--- src/rtl/serial_subtractor_nbit_if.sv ---
// ============================================================================
// Module      : serial_subtractor_nbit_if
// Description : Handshake and operand/result bundle for serial_subtractor_nbit.
// Revision    : 1.0 - initial release
// ============================================================================
`default_nettype none

interface serial_subtractor_nbit_if #(
    parameter int NUM_BITS = 4
);
    logic                start;
    logic [NUM_BITS-1:0] a;
    logic [NUM_BITS-1:0] b;
    logic                borrow_in;
    logic                busy;
    logic                done;
    logic [NUM_BITS-1:0] diff;
    logic                underflow;

    modport master (
        output start, a, b, borrow_in,
        input  busy, done, diff, underflow
    );

    modport slave (
        input  start, a, b, borrow_in,
        output busy, done, diff, underflow
    );
endinterface

`default_nettype wire

--- src/rtl/serial_subtractor_nbit.sv ---
// ============================================================================
// Module      : serial_subtractor_nbit
// Description : Bit-serial a - b - borrow_in, LSB first, one full-subtractor
//               cell plus a borrow flop, start/busy/done handshake.
//               Optional macro SERIAL_SUB_SELF_CHECK_EN adds simulation-only
//               result assertions.
// Revision    : 1.0 - initial release
// ============================================================================
`default_nettype none

module serial_subtractor_nbit #(
    parameter int NUM_BITS = 4
) (
    input  wire logic                  clk,
    input  wire logic                  n_rst,
    serial_subtractor_nbit_if.slave    bus
);

    localparam int               C_CNT_W    = (NUM_BITS > 1) ? $clog2(NUM_BITS) : 1;
    localparam logic [C_CNT_W-1:0] C_LAST_BIT = C_CNT_W'(NUM_BITS - 1);

    typedef enum logic [1:0] {
        ST_IDLE = 2'd0,
        ST_BUSY = 2'd1,
        ST_DONE = 2'd2
    } state_t;

    state_t               r_state;
    logic [NUM_BITS-1:0]  r_a;
    logic [NUM_BITS-1:0]  r_b;
    logic [NUM_BITS-1:0]  r_res;
    logic                 r_br;
    logic [C_CNT_W-1:0]   r_cnt;
    logic                 r_busy;
    logic                 r_done;
    logic [NUM_BITS-1:0]  r_diff;
    logic                 r_uf;

    logic                 w_a_bit;
    logic                 w_b_bit;
    logic                 w_d;
    logic                 w_br_next;
    logic [NUM_BITS-1:0]  w_res_full;

    assign w_a_bit   = r_a[r_cnt];
    assign w_b_bit   = r_b[r_cnt];
    assign w_d       = w_a_bit ^ w_b_bit ^ r_br;
    assign w_br_next = (~w_a_bit & w_b_bit) | (~(w_a_bit ^ w_b_bit) & r_br);

    // Result including the bit being processed this cycle, so the final
    // edge can publish the complete word directly.
    always_comb begin
        w_res_full        = r_res;
        w_res_full[r_cnt] = w_d;
    end

    always_ff @(posedge clk) begin
        if (!n_rst) begin
            r_state <= ST_IDLE;
            r_a     <= '0;
            r_b     <= '0;
            r_res   <= '0;
            r_br    <= 1'b0;
            r_cnt   <= '0;
            r_busy  <= 1'b0;
            r_done  <= 1'b0;
            r_diff  <= '0;
            r_uf    <= 1'b0;
        end else begin
            r_done <= 1'b0;
            case (r_state)
                ST_IDLE, ST_DONE: begin
                    if (bus.start) begin
                        r_a     <= bus.a;
                        r_b     <= bus.b;
                        r_br    <= bus.borrow_in;
                        r_res   <= '0;
                        r_cnt   <= '0;
                        r_busy  <= 1'b1;
                        r_state <= ST_BUSY;
                    end else begin
                        r_busy  <= 1'b0;
                        r_state <= ST_IDLE;
                    end
                end
                ST_BUSY: begin
                    r_res <= w_res_full;
                    r_br  <= w_br_next;
                    if (r_cnt == C_LAST_BIT) begin
                        r_diff  <= w_res_full;
                        r_uf    <= w_br_next;
                        r_busy  <= 1'b0;
                        r_done  <= 1'b1;
                        r_state <= ST_DONE;
                    end else begin
                        r_cnt <= r_cnt + C_CNT_W'(1);
                    end
                end
                default: begin
                    r_busy  <= 1'b0;
                    r_state <= ST_IDLE;
                end
            endcase
        end
    end

    assign bus.busy      = r_busy;
    assign bus.done      = r_done;
    assign bus.diff      = r_diff;
    assign bus.underflow = r_uf;

`ifdef SERIAL_SUB_SELF_CHECK_EN
    // The borrow flop is consumed during the operation, so keep a copy of
    // the captured borrow for the end-of-operation check.
    logic r_bin_cap;

    always_ff @(posedge clk) begin
        if (!n_rst) begin
            r_bin_cap <= 1'b0;
        end else if (bus.start && (r_state != ST_BUSY)) begin
            r_bin_cap <= bus.borrow_in;
        end
    end

    always @(posedge clk) begin
        if (n_rst && r_done) begin
            assert ({r_uf, r_diff} ==
                    ({1'b0, r_a} - {1'b0, r_b} - {{NUM_BITS{1'b0}}, r_bin_cap}))
            else $error("serial subtractor result mismatch");
        end
        assert (!(r_busy && r_done))
        else $error("serial subtractor busy and done both high");
    end
`endif

endmodule

`default_nettype wire

--- src/flat_wrapper.sv ---
// flat-port wrapper written by rule: the top's interface ports become plain ports
module serial_subtractor_nbit_flat 
#(
    parameter int NUM_BITS = 4
)
  (clk, n_rst, bus_start, bus_a, bus_b, bus_borrow_in, bus_busy, bus_done, bus_diff, bus_underflow);
  serial_subtractor_nbit_if #(.NUM_BITS(NUM_BITS)) bus_i ();
  input  wire logic clk;
  input  wire logic n_rst;
  input wire logic [$bits(bus_i.start)-1:0] bus_start;
  input wire logic [$bits(bus_i.a)-1:0] bus_a;
  input wire logic [$bits(bus_i.b)-1:0] bus_b;
  input wire logic [$bits(bus_i.borrow_in)-1:0] bus_borrow_in;
  output wire logic [$bits(bus_i.busy)-1:0] bus_busy;
  output wire logic [$bits(bus_i.done)-1:0] bus_done;
  output wire logic [$bits(bus_i.diff)-1:0] bus_diff;
  output wire logic [$bits(bus_i.underflow)-1:0] bus_underflow;
  assign bus_i.start = bus_start;
  assign bus_i.a = bus_a;
  assign bus_i.b = bus_b;
  assign bus_i.borrow_in = bus_borrow_in;
  assign bus_busy = bus_i.busy;
  assign bus_done = bus_i.done;
  assign bus_diff = bus_i.diff;
  assign bus_underflow = bus_i.underflow;
  serial_subtractor_nbit #(.NUM_BITS(NUM_BITS)) u_core (.clk(clk), .n_rst(n_rst), .bus(bus_i));
endmodule
--- config.mk ---
export PLATFORM = sky130hd
export DESIGN_NAME = serial_subtractor_nbit_flat
export DESIGN_NICKNAME = d
export VERILOG_FILES = /design/src/rtl/serial_subtractor_nbit_if.sv /design/src/rtl/serial_subtractor_nbit.sv /design/src/flat_wrapper.sv
export SDC_FILE = /design/constraint.sdc
export NUM_CORES = 1
export LEC_CHECK = 0
export ABC_AREA = 1
export BUFFER_PORTS_ARGS = -buffer_cell sky130_fd_sc_hd__buf_2
export CORE_ASPECT_RATIO = 0.7
export CORE_MARGIN = 2
export CORE_UTILIZATION = 26
export CTS_CLUSTER_DIAMETER = 100
export CTS_CLUSTER_SIZE = 14
export DETAILED_ROUTE_END_ITERATION = 10
export GPL_ROUTABILITY_DRIVEN = 1
export REMOVE_ABC_BUFFERS = 1
export SYNTH_ARGS = -nofsm -noshare
export SYNTH_HDL_FRONTEND = slang
export SYNTH_SLANG_ARGS = --single-unit
--- constraint.sdc ---
create_clock -name clk -period 2.4 [get_ports clk]
set_input_delay 0.36 -clock clk [delete_from_list [all_inputs] [get_ports clk]]
set_output_delay 0.36 -clock clk [all_outputs]
set_load 0.01 [all_outputs]
==> run_results.csv <==
group,metric,value,unit
critical_path,slowest_stage,"fa_1",
detailed_routing,drt-initial-drc-count,57,
logic_synthesis,syn_avg_cell_area,7.51,sq um
critical_path,reg2regPathDepth,8,
cts,ctsResizeCount,0,
logic_synthesis,yosysSeqAreaShare,45.4,%
power_and_ir_drop,p_leak,0.544,nW
sta,fin_worst_skew,0.00208,ns
cts,clockBufferDepth,2,
sta,rsz0062_at_grt,"no",
critical_path,crit_cells,8,
cts,cts_root_buf,"clkbuf_8",
cts,postCtsSetupBuffers,0,
cells_and_area,n_fill_cell,397,
logic_synthesis,synth_cells,135,
grt,grt_pass1_vias,798,
cts,cts_tree,"yes",
logic_synthesis,synth.cell_area,1010,sq um
critical_path,worst-path-buf-inv,1,
floorplanning,die_y,56.2,um
cells_and_area,fin_nets,172,
critical_path,max_stage_delay,0.59,ns
floorplanning,ios,19,
sta,min_period,2.01,ns
grt,grt_use_total,10.8,%
critical_path,cp-end-kind,"flip-flop",
detailed_routing,routed_via_density,4.23,
floorplanning,die_area,4420,sq um
critical_path,path_max_fanout,8,
critical_path,start_kind,"flip-flop",
grt,antenna_found_initial,0,
critical_path,worstPathRequired,2.60,ns
critical_path,path_class,"reg2reg",
run_status,status,"finished, final reports clean",
sta,fin_crit_sh,83.8,%
logic_synthesis,synth_edf_count,0,
critical_path,regToRegSetupSlack,0.39,ns
sta,max_clock_freq,0.497,GHz
power_and_ir_drop,power_density,673,nW/um^2
critical_path,arrival,2.22,ns
logic_synthesis,synth.largest_area_cell,"dfxtp_1",
logic_synthesis,ys_warn_count,0,
placed_design,place.gp.congestion,0.752,
cts,htreeDepth,1,
worst_hold_path,hold_path_end,"u_core.r_a[1]",
cts,path_clk_slew,0.08,ns
critical_path,r2r_start,"u_core.r_cnt[0]",
power_and_ir_drop,total_power,0.802,mW
detailed_routing,drc_errors,0,
cts,hold_buffers,0,
floorplanning,die_x,78.6,um
job,drv_cap,0,
detailed_routing,ant_nets,0,
cells_and_area,syn2layout_area_growth,17.7,%
floorplanning,core,3630,sq um
grt,grt_start_max_net_pins,19,
detailed_routing,dr.pass1.iters,4,
detailed_routing,vias,863,
logic_synthesis,ys_ff_latch,23,
cts,numCtsBuffers,3,
cts,clk_latency,0.27,ns
critical_path,worstPathCellList,"inv_1 -> o21ai_0 -> o22ai_1 -> fa_1 -> nand2_1 -> o21ai_0 -> nand2_1 -> a21oi_1",
sta,final_hold_viol_count,0,
sta,tns,0,ns
cells_and_area,drive_gt1_share,17.5,%
floorplanning,num_rows,18,
worst_hold_path,hold_start,"bus_a[1]",
sta,tightest_slew,0.305,ns
floorplanning,start_util,28.0,%
logic_synthesis,async_flop_share,0,%
detailed_routing,wl,2110,um
worst_hold_path,hold_class,"in2reg",
placed_design,dp_hpwl,1560,um
logic_synthesis,ys.flop_type,"dfxtp_1",
placed_design,io_buffers,18,
critical_path,worstReg2RegEnd,"u_core.r_res[0]",
sta,drv_slew,0,
logic_synthesis,synth_top_area_share,45.4,%
sta,setup-violations-final,0,
sta,slew_headroom,79.7,%
critical_path,critical_path.top_delay_family,"compound AO/OA/AOI/OAI gates",
detailed_routing,wl_per_cell,10.4,um
cells_and_area,antenna_cells,0,
grt,grt_overflow,0,
cts,cts_sinks,23,
logic_synthesis,yosysUniqueCellTypes,18,
worst_hold_path,holdPathStages,3,
grt,grt_first_pass_wirelength,3680,um
power_and_ir_drop,peakVddDrop,0.000231,V
logic_synthesis,synth.area.top_cells,"dfxtp_1, nand2_1, nor2_1",
==> placed cells by master (no fill, tap or decap) <==
| cell type | count |
|---|---|
| fa_1 | 1 |
| ha_1 | 4 |
| inv_2 | 1 |
| nand2_4 | 1 |
| dfxtp_1 | 23 |
| buf_2 | 18 |
| nand2_1 | 26 |
| clkbuf_8 | 3 |
| a21oi_1 | 7 |
| inv_1 | 12 |
| nor2_4 | 1 |
| nand3_2 | 1 |
| nand3_1 | 14 |
| nor2_1 | 24 |
| o22ai_1 | 1 |
| clkinv_2 | 2 |
| nand3b_1 | 1 |
| o21ai_0 | 14 |
==> worst reg2reg max path: stages (launching register included) <==
cell     delay (ns)
dfxtp_1        0.44
inv_1          0.18
o21ai_0        0.22
o22ai_1        0.13
fa_1           0.59
nand2_1        0.06
o21ai_0        0.12
nand2_1        0.08
a21oi_1        0.12
==> stage by stage <==
stage / std cells / hold WS [ns] / instance area [sq um] / util, % / worst slack (ns)
6_report: 204 / 0.338 / 1190 / 32.9 / 0.388
4_1_cts: 204 / 0.334 / 1190 / 32.9 / 0.388
3_3_place_gp: 200 / 0.460 / 1150 / 31.6 / 0.530
3_5_place_dp: 200 / 0.460 / 1150 / 31.6 / 0.410
5_1_grt: 204 / 0.349 / 1190 / 32.9 / 0.159
2_1_floorplan: 132 / 0.450 / 993 / - / 0.692
==> report_power, final <==
group | internal, mW | switching, mW
registers | 0.404 | 0.0155
clock network | 0.116 | 0.126
logic | 0.0529 | 0.0878
==> layer usage <==
layer / wire length [um] / vias up / track usage [%]
li1: - / 470 / -
met2: 826 / 18 / 13.9
met5: 0 / - / 0
met1: 1160 / 373 / 15.3
met4: 17 / 0 / 5.01
met3: 113 / 2 / 4.55
==> cells in the mapped netlist, types with 2 or more instances <==
| cell | instances |
|---|---|
| nand3_1 | 14 |
| nor2_1 | 24 |
| dfxtp_1 | 23 |
| buf_4 | 2 |
| a21oi_1 | 7 |
| nand2_1 | 26 |
| ha_1 | 4 |
| o21ai_0 | 14 |
| inv_1 | 12 |
==> sequential cells by signal, indices dropped and copies added (netlist names) <==
name                  cells
u_core.bus.diff           4
u_core.r_a                4
u_core.r_b                4
u_core.r_res              3
u_core.r_cnt              2
u_core.r_state            2
u_core.bus.busy           1
u_core.bus.done           1
u_core.bus.underflow      1
u_core.r_br               1
==> cells by family after synthesis <==
logic type,synth area share [%]
AND/OR/NAND/NOR,29.4
flip-flops,45.4
AO/OA/AOI/OAI,11.0
buffers and inverters,7.28
adder cells (fa/ha/maj),6.91
==> worst max path at each step <==
stage               slack, ns         endpoint            start
finish                   0.39  u_core.r_res[0]  u_core.r_cnt[0]
floorplan                0.69  u_core.r_res[0]  u_core.r_cnt[0]
CTS                      0.39  u_core.r_res[0]  u_core.r_cnt[0]
global placement         0.53  u_core.r_res[1]  u_core.r_cnt[0]
detailed placement       0.41  u_core.r_res[0]  u_core.r_cnt[0]
global route             0.16  u_core.r_res[2]  u_core.r_cnt[0]
==> final cells by class <==
cell class | count | area [sq um] | share of cell area [%]
multi-input cells | 95 | 479 | 40.2
flip-flops and latches | 23 | 460 | 38.6
clock inverters | 1 | 5.00 | 0.420
clock buffers | 3 | 41.3 | 3.46
repair buffers | 18 | 90.1 | 7.56
inverters | 14 | 53.8 | 4.51
well taps | 50 | 62.6 | 5.25
Power figures use the tool's default switching activity.
